File: config.mk
export PLATFORM = sky130hd
export DESIGN_NAME = unidade_busca_flat
export DESIGN_NICKNAME = d
export VERILOG_FILES = /design/src/rtl/unidade_busca_if.sv /design/src/rtl/unidade_busca.sv /design/src/flat_wrapper.sv
export SDC_FILE = /design/constraint.sdc
export NUM_CORES = 1
export LEC_CHECK = 0
export BUFFER_PORTS_ARGS = -buffer_cell sky130_fd_sc_hd__buf_2
export CAP_MARGIN = 25
export CELL_PAD_IN_SITES_DETAIL_PLACEMENT = 0
export CELL_PAD_IN_SITES_GLOBAL_PLACEMENT = 1
export CORE_ASPECT_RATIO = 1.75
export CORE_MARGIN = 2
export CORE_UTILIZATION = 42
export DETAILED_ROUTE_END_ITERATION = 8
export PLACE_DENSITY = 0.82
export SETUP_SLACK_MARGIN = 0.05
export SLEW_MARGIN = 20
export SYNTH_ARGS = -nofsm -noshare
export SYNTH_HDL_FRONTEND = slang
export SYNTH_SLANG_ARGS = --single-unit
File: constraint.sdc
create_clock -name clock -period 8.4 [get_ports clock]
set_clock_uncertainty 0.1 [all_clocks]
set_input_delay 1.68 -clock clock [delete_from_list [all_inputs] [get_ports clock]]
set_output_delay 1.68 -clock clock [all_outputs]
set_load 0.02 [all_outputs]
File: src/rtl/unidade_busca_if.sv
// unidade_busca_if: PC-stage handshake, instruction-memory bus and decode-side head of the fetch unit
// master: fetch-unit side (drives pc_pronto, memory request, instruction head)
// slave: surrounding PC stage, instruction memory and decode (drive address, response, flush, consume)
interface unidade_busca_if;
    logic [31:0] endereco_pc;
    logic        pc_valido;
    logic        pc_pronto;
    logic        mem_req;
    logic [31:0] mem_endereco;
    logic        mem_valido;
    logic [31:0] mem_dado;
    logic        flush;
    logic        inst_valida;
    logic        inst_pronta;
    logic [31:0] instrucao;
    logic [31:0] inst_endereco;
    logic [31:0] imediato;
    logic        eh_desvio;
    logic        desalinhado;
    modport master (
        input  endereco_pc, pc_valido, mem_valido, mem_dado, flush, inst_pronta,
        output pc_pronto, mem_req, mem_endereco, inst_valida, instrucao, inst_endereco,
               imediato, eh_desvio, desalinhado
    );
    modport slave (
        output endereco_pc, pc_valido, mem_valido, mem_dado, flush, inst_pronta,
        input  pc_pronto, mem_req, mem_endereco, inst_valida, instrucao, inst_endereco,
               imediato, eh_desvio, desalinhado
    );
endinterface

File: src/rtl/unidade_busca.sv
// unidade_busca: instruction fetch unit with one outstanding variable-latency read and a PROF-entry FIFO
// Ports: clock, reset (synchronous, active-high); bus (unidade_busca_if.master) carrying the
// PC-stage address handshake, the memory request/response pair and the decode-side FIFO head
// (instruction, address, B-type immediate, branch flag, misaligned flag).
module unidade_busca #(
    parameter int PROF = 2
) (
    input logic             clock,
    input logic             reset,
    unidade_busca_if.master bus
);
    localparam int PW = $clog2(PROF);
    localparam int CW = PW + 1;
    localparam logic [CW-1:0] CHEIO = CW'(PROF);
    typedef enum logic {OCIOSO, ESPERA_MEM} estado_t;
    estado_t       estado_q, estado_d;
    logic          descartar_q, descartar_d;
    logic          mem_req_q, mem_req_d;
    logic [31:0]   mem_endereco_q, mem_endereco_d;
    logic [CW-1:0] contador_q, contador_d;
    logic [PW-1:0] wr_q, wr_d, rd_q, rd_d;
    logic [31:0]   inst_q [PROF];
    logic [31:0]   end_q [PROF];
    logic [PROF-1:0] desal_q;
    logic          aceita, alinhado, resposta, push, pop;
    logic [31:0]   push_inst, push_end, cabeca;
    // contador counts only landed entries; the single in-flight fetch needs no explicit
    // reservation because no new accept can happen until it returns
    assign bus.pc_pronto = (estado_q == OCIOSO) && (contador_q < CHEIO) && !bus.flush;
    assign aceita    = bus.pc_valido && bus.pc_pronto;
    assign alinhado  = bus.endereco_pc[1:0] == 2'b00;
    assign resposta  = (estado_q == ESPERA_MEM) && bus.mem_valido;
    // misaligned addresses skip memory and enqueue a NOP at once
    assign push      = (aceita && !alinhado) || (resposta && !descartar_q && !bus.flush);
    assign pop       = bus.inst_valida && bus.inst_pronta && !bus.flush;
    assign push_inst = resposta ? bus.mem_dado : 32'h0000_0013;
    assign push_end  = resposta ? mem_endereco_q : bus.endereco_pc;
    always_comb begin
        mem_req_d      = aceita && alinhado;
        mem_endereco_d = mem_req_d ? bus.endereco_pc : mem_endereco_q;
        estado_d       = mem_req_d ? ESPERA_MEM : resposta ? OCIOSO : estado_q;
        // a flush while waiting cannot cancel the bus cycle, so the response is marked for dropping
        descartar_d    = resposta ? 1'b0 : (estado_q == ESPERA_MEM && bus.flush) ? 1'b1 : descartar_q;
        wr_d           = bus.flush ? '0 : push ? wr_q + 1'b1 : wr_q;
        rd_d           = bus.flush ? '0 : pop ? rd_q + 1'b1 : rd_q;
        contador_d     = bus.flush ? '0 : contador_q + CW'(push) - CW'(pop);
    end
    always_ff @(posedge clock) begin
        if (reset) begin
            estado_q       <= OCIOSO;
            descartar_q    <= 1'b0;
            mem_req_q      <= 1'b0;
            mem_endereco_q <= '0;
            contador_q     <= '0;
            wr_q           <= '0;
            rd_q           <= '0;
        end else begin
            estado_q       <= estado_d;
            descartar_q    <= descartar_d;
            mem_req_q      <= mem_req_d;
            mem_endereco_q <= mem_endereco_d;
            contador_q     <= contador_d;
            wr_q           <= wr_d;
            rd_q           <= rd_d;
        end
    end
    always_ff @(posedge clock) begin
        if (push && !reset) begin
            inst_q[wr_q]  <= push_inst;
            end_q[wr_q]   <= push_end;
            desal_q[wr_q] <= !resposta;
        end
    end
    assign bus.mem_req       = mem_req_q;
    assign bus.mem_endereco  = mem_endereco_q;
    assign bus.inst_valida   = contador_q != '0;
    // head fields are forced to zero when empty so stale slots never leak out
    assign cabeca            = bus.inst_valida ? inst_q[rd_q] : '0;
    assign bus.instrucao     = cabeca;
    assign bus.inst_endereco = bus.inst_valida ? end_q[rd_q] : '0;
    assign bus.desalinhado   = bus.inst_valida && desal_q[rd_q];
    assign bus.imediato      = {{20{cabeca[31]}}, cabeca[7], cabeca[30:25], cabeca[11:8], 1'b0};
    assign bus.eh_desvio     = cabeca[6:0] == 7'b1100011;
endmodule

File: src/flat_wrapper.sv
// flat-port wrapper written by rule: the top's interface ports become plain ports
module unidade_busca_flat 
#(
    parameter int PROF = 2
)
  (clock, reset, bus_endereco_pc, bus_pc_valido, bus_mem_valido, bus_mem_dado, bus_flush, bus_inst_pronta, bus_pc_pronto, bus_mem_req, bus_mem_endereco, bus_inst_valida, bus_instrucao, bus_inst_endereco, bus_imediato, bus_eh_desvio, bus_desalinhado);
  unidade_busca_if bus_i ();
  input logic clock;
  input logic reset;
  input wire logic [$bits(bus_i.endereco_pc)-1:0] bus_endereco_pc;
  input wire logic [$bits(bus_i.pc_valido)-1:0] bus_pc_valido;
  input wire logic [$bits(bus_i.mem_valido)-1:0] bus_mem_valido;
  input wire logic [$bits(bus_i.mem_dado)-1:0] bus_mem_dado;
  input wire logic [$bits(bus_i.flush)-1:0] bus_flush;
  input wire logic [$bits(bus_i.inst_pronta)-1:0] bus_inst_pronta;
  output wire logic [$bits(bus_i.pc_pronto)-1:0] bus_pc_pronto;
  output wire logic [$bits(bus_i.mem_req)-1:0] bus_mem_req;
  output wire logic [$bits(bus_i.mem_endereco)-1:0] bus_mem_endereco;
  output wire logic [$bits(bus_i.inst_valida)-1:0] bus_inst_valida;
  output wire logic [$bits(bus_i.instrucao)-1:0] bus_instrucao;
  output wire logic [$bits(bus_i.inst_endereco)-1:0] bus_inst_endereco;
  output wire logic [$bits(bus_i.imediato)-1:0] bus_imediato;
  output wire logic [$bits(bus_i.eh_desvio)-1:0] bus_eh_desvio;
  output wire logic [$bits(bus_i.desalinhado)-1:0] bus_desalinhado;
  assign bus_i.endereco_pc = bus_endereco_pc;
  assign bus_i.pc_valido = bus_pc_valido;
  assign bus_i.mem_valido = bus_mem_valido;
  assign bus_i.mem_dado = bus_mem_dado;
  assign bus_i.flush = bus_flush;
  assign bus_i.inst_pronta = bus_inst_pronta;
  assign bus_pc_pronto = bus_i.pc_pronto;
  assign bus_mem_req = bus_i.mem_req;
  assign bus_mem_endereco = bus_i.mem_endereco;
  assign bus_inst_valida = bus_i.inst_valida;
  assign bus_instrucao = bus_i.instrucao;
  assign bus_inst_endereco = bus_i.inst_endereco;
  assign bus_imediato = bus_i.imediato;
  assign bus_eh_desvio = bus_i.eh_desvio;
  assign bus_desalinhado = bus_i.desalinhado;
  unidade_busca #(.PROF(PROF)) u_core (.clock(clock), .reset(reset), .bus(bus_i));
endmodule
# Word level (Yosys, flattened, before mapping)

Memory sizes are Yosys's and may differ from the RTL's. A register that Yosys moved wholly into a read port is not among the register bits.
Cells that the tools add are included.

Register bits after elaboration: 41
Memory bits (writable): 128
Output and inout bits: 133
Memories kept: 2

Memories:

| name          | depth | width | read ports | clocked after memory_dff | wr ports | RTL line            | RTL |
|---|---|---|---|---|---|---|---|
| u_core.end_q  | 2     | 32    | 1          | 1                        | 1        | unidade_busca.sv:23 | `logic [31:0] end_q [PROF];` |
| u_core.inst_q | 2     | 32    | 1          | 1                        | 1        | unidade_busca.sv:22 | `logic [31:0] inst_q [PROF];` |

Add/subtract/negate cells: 4
Order comparisons: 4
Equal/unequal tests: 1
Muxes and demuxes: 17
Bitwise operators: 1
Reductions and logical operators: 25

Operator list:

| kind                | number |
|---|---|
| $mux 32             | 4 |
| $logic_and 1x1->1   | 14 |
| $mux 1              | 11 |
| $eq 7x7->1 const B  | 1 |
| $logic_not 1->1     | 5 |
| $lt 1x2->1 const B  | 2 |
| $reduce_bool 2->1   | 2 |
| $reduce_or 2->1     | 2 |
| $add 1x1->1 const B | 2 |
| $add 2x1->2         | 1 |
| $bwmux 2            | 1 |
| $logic_not 2->1     | 1 |
| $lt 2x2->1 const B  | 1 |
| $sub 2x1->2         | 1 |
| $demux 1 s1         | 1 |
| $ge 1x1->1 const B  | 1 |
| $logic_or 1x1->1    | 1 |
| $not 1->1           | 1 |

# Logic depth before layout (Yosys ltp)

Depth after elaboration: 9
Depth in mapped cells: 6
Mapped depth without buffers: 6

# Worst setup path after synthesis

OpenSTA, ideal clock, no wires.

Path type: input to register
From: in bus_flush
To: reg u_core.desal_q[1] (enable)
Library setup time: 582 ps
Data arrival time: 7,101 ps
Data required time: 7,718 ps
Path slack: 618 ps
Stages on the path: 4
Path buffers: 1
Cell sequence: buf_2 or2_2 a2bb2oi_1 nor3b_1

Word-level cells in the longest chain between the ends: 6
Elaborated cells between the ends (all ways): 7
Those cells by class: reduce/logical: 7

Ends and longest elaborated chain:

| item                           | RTL line                                 | RTL |
|---|---|---|
| start: declaration             | flat_wrapper.sv:14                       | `input wire logic [$bits(bus_i.flush)-1:0] bus_flush;` |
| $logic_not 1->1 (*)            | unidade_busca.sv:29, unidade_busca.sv:34 |  |
| $logic_and 1x1->1              | unidade_busca.sv:29                      | `assign bus.pc_pronto = (estado_q == OCIOSO) && (contador_q < CHEIO) && !bus.flush;` |
| $logic_and 1x1->1              | unidade_busca.sv:30                      | `assign aceita = bus.pc_valido && bus.pc_pronto;` |
| $logic_and 1x1->1              | unidade_busca.sv:34                      | `assign push = (aceita && !alinhado) \|\| (resposta && !descartar_q && !bus.flush);` |
| $logic_or 1x1->1 (*)           | unidade_busca.sv:34                      |  |
| $logic_and 1x1->1 (*)          | unidade_busca.sv:68                      | `if (push && !reset) begin` |
| end signal: indexed assignment | unidade_busca.sv:71                      | `desal_q[wr_q] <= !resposta;` |
| end: declaration               | unidade_busca.sv:24                      | `logic [PROF-1:0] desal_q;` |

Mark *: on every way between the ends. The rest lies on a longest branch, timed or not.
A chain may end at the register's enable or synchronous reset.

# Worst setup path in the final report

From: in bus_mem_valido
To: mem u_core.inst_q[0][6] (enable)

Word-level cells in the longest chain between the ends: 7

Ends and longest elaborated chain:

| item                            | RTL line            | RTL |
|---|---|---|
| start: declaration              | flat_wrapper.sv:12  | `input wire logic [$bits(bus_i.mem_valido)-1:0] bus_mem_valido;` |
| $logic_and 1x1->1               | unidade_busca.sv:32 | `assign resposta = (estado_q == ESPERA_MEM) && bus.mem_valido;` |
| $logic_and 1x1->1 (2 in series) | unidade_busca.sv:34 |  |
| $logic_or 1x1->1                | unidade_busca.sv:34 |  |
| $logic_and 1x1->1               | unidade_busca.sv:68 |  |
| $mux 1                          | unidade_busca.sv:68 |  |
| $mux 1 (not written as such)    | unidade_busca.sv:69 | `inst_q[wr_q] <= push_inst;` |
| end: declaration                | unidade_busca.sv:22 |  |

Every way passes these cells.

==> impl_metrics.json <==
{
  "clock_latency_ns": 0.42,
  "synth_xor_area_share_pct": 0.2359,
  "endpoint_kind": "flip-flop",
  "grt-busiest-layer": "met2",
  "ys_seq_elements": 170,
  "die_w_um": 104.5,
  "routed_wl_um": 17370,
  "grt_pass1_vias": 5183,
  "synth_compound_area_share_pct": 5.393,
  "slew_violations": 0,
  "post_cts_buffers": 0,
  "drc": 0,
  "synth_fa_ha_area_share_pct": 0.1685,
  "most-common-layout-cells": "buf_2 (201), edfxtp_1 (130), nor2_1 (67), mux2i_1 (67), dfxtp_1 (39)",
  "syn_area_um2": 7425,
  "synth_top_family_by_area": "multiplexers",
  "setup_viol": 0,
  "fillers": 1535,
  "synthesis.nets": 647,
  "cts_tree": "built",
  "grt_usage_pct": 18.50,
  "pwr_density_cell_nw_per_um2": 201.7,
  "cts-root-buf": "clkbuf_16",
  "syn_area_per_cell_um2": 12.89,
  "ys_warn_count": 0,
  "hold_depth": 2,
  "critPathTopFamily": "simple AND/OR/NAND/NOR gates",
  "drt_iter0_drc": 192,
  "cts_resized": 0,
  "worst_pin_slew_ns": 0.8993,
  "clk_pin_slew_ns": 0.07,
  "ant_nets": 0,
  "arrival_ns": 4.46,
  "crit_chain": "buf_2 > nand2_2 > a2bb2oi_1 > nor2_4 > buf_4",
  "gp_congestion": 0.7465,
  "grt_max_degree": 57,
  "rows": 64,
  "cap_violations": 0,
  "grt_pass1_wl_um": 27040,
  "synth_ff_type": "edfxtp_1",
  "port_buffers": 201,
  "hp-class": "reg -> reg",
  "dpl_cell_area_um2": 8374,
  "areaGrowthSynthToFinish_pct": 20.46,
  "fin_crit_sh_pct": 53.70,
  "yosys.area_share.simple_pct": 10.58,
  "antenna_found_initial": 1,
  "final_common_cell": "buf_2",
  "synth.distinct_cells": 38,
  "viasPerCell": 5.144,
  "grtUsageMet2_pct": 35.22,
  "drive_gt1_share_pct": 39.84,
  "hold_viol": 0,
  "relSlewSlack_pct": 39.83,
  "die_h_um": 179.9,
  "met1_usage_pct": 19.27,
  "synth_edf_count": 130,
  "reg2reg_depth": 5,
  "slowest_delay_ns": 0.65,
  "reg2reg_slack_ns": 5.01,
  "wire_per_inst_um": 17.83,
  "core-area_um2": 17380,
  "synthCells": 576,
  "dr.pass1.iters": 8,
  "critical_path.n_buffers_inverters": 2,
  "hold_ws_ns": 0.3771,
  "rsz0062_at_grt": "no",
  "vias": 5010,
  "htreeDepth": 4,
  "path_class": "in -> reg",
  "power.leakage_nw": 3.501,
  "ctsLongestPathBuffers": 2,
  "overflow": 0,
  "final.min_clock_period_ns": 4.511,
  "path_max_fanout": 41,
  "dp_hpwl_um": 12040,
  "required_ns": 8.35,
  "stdcell_area_um2": 8944,
  "start_util_pct": 42.73,
  "clock-sinks": 170,
  "nets": 801,
  "n_antenna_cell": 0,
  "cp_slowest_cell": "nor2_4",
  "synthMuxAreaShare_pct": 13.89,
  "cts_hold_buf": 0,
  "cts_buffers": 17,
  "tns_ns": 0,
  "pin_count": 203,
  "start_kind": "primary input",
  "run_status": "finished clean",
  "ys_seq_area_share_pct": 63.36,
  "dieArea_um2": 18800,
  "async_flop_share_pct": 0,
  "ir_worst_vdd_v": 0.0001181,
  "cp.depth": 5,
  "gr-usage-met3_pct": 4.423,
  "timing.fmax_mhz": 221.7
}
-- final timing paths --
kind,start,endpoint
setup reg to reg,u_core.estado_q,u_core.inst_q[0][6]
setup / recovery,bus_mem_valido,u_core.inst_q[0][6]
hold reg to reg,u_core.bus.mem_endereco[21],u_core.bus.mem_endereco[21]
hold / removal,u_core.bus.mem_endereco[21],u_core.bus.mem_endereco[21]
-- where the power goes --
group	internal [mW]	switching [mW]
Combinational	0.0495	0.0951
Sequential	0.912	0.00603
Clock	0.413	0.329
Total	1.37	0.430
-- metal layers --
| layer | vias up | part of all wire, % |
|---|---|---|
| li1 | 2374 | - |
| met1 | 2437 | 37 |
| met2 | 177 | 56 |
| met3 | 20 | 5.3 |
| met4 | 2 | 2.3 |
| met5 | - | 0.063 |
-- worst register-to-register path, cell delays in order (launching register included) --
cell	delay, ns
dfxtp_1	0.31
buf_4	0.32
nand2_2	0.60
a2bb2oi_1	0.41
nor2_4	0.65
buf_4	0.59
-- Yosys cell counts (2+ instances only) --
library cell  count  area (um2)
mux2i_1          67       670.6
clkbuf_1         15       56.30
nand3_1          30       150.1
buf_4            35       262.8
o21ai_2           9       78.83
buf_1             6       22.52
and3_1           29       181.4
buf_2            14       70.07
buf_6             4       45.04
or2_2             4       25.02
dfxtp_1          40       800.8
o21ai_0           3       15.01
nor3b_1           5       37.54
nor3_1            4       20.02
nor2_1           70       262.8
edfxtp_1        130        3904
or3_1             3       18.77
xor2_1            2       17.52
a21oi_1          33       165.2
o21ai_1          19       95.09
mux2_2           32       360.4
nand2_1           5       18.77
inv_1             2       7.510
-- metrics by stage --
step                      power (mW)  instances  util (%)  setup slack (ns)
after floorplan                1.034        576         -            0.6177
after global placement         1.079        941     48.03             3.479
after detailed placement       1.082        942     48.19             3.359
after CTS                      1.822        974     51.47             3.808
after global routing           1.870        974     51.47             3.634
final                          1.804        974     51.47             3.889
-- area by class of cell --
cell class              instances  area, um2  share of cell area (%)
repair buffers                210       1094                   12.23
clock buffers                  20      467.9                   5.232
well taps                     231      289.0                   3.232
multi-input cells             329       2276                   25.45
flip-flops and latches        170       4708                   52.64
inverters                       2      7.507                 0.08394
clock inverters                12      101.3                   1.133
-- cell families (layout without fill, tap and decap cells) --
group | count (synthesis) | count (layout)
flip-flops | 170 | 170
AND/OR/NAND/NOR | 157 | 157
multiplexers | 99 | 99
buffers and inverters | 77 | 244
AO/OA/AOI/OAI | 69 | 69
XOR/XNOR | 2 | 2
adder cells (fa/ha/maj) | 1 | 1
other | 1 | 1
-- state kept, by name, summed over array words and instances, names as in the netlist, named ones only --
name / cells
u_core.rd_q: 1
u_core.descartar_q: 1
u_core.desal_q: 2
u_core.inst_q: 64
u_core.bus.mem_endereco: 32
u_core.end_q: 64
u_core.wr_q: 1
u_core.estado_q: 1
u_core.bus.mem_req: 1
u_core.contador_q: 2
(Power assumes the default switching activity.)
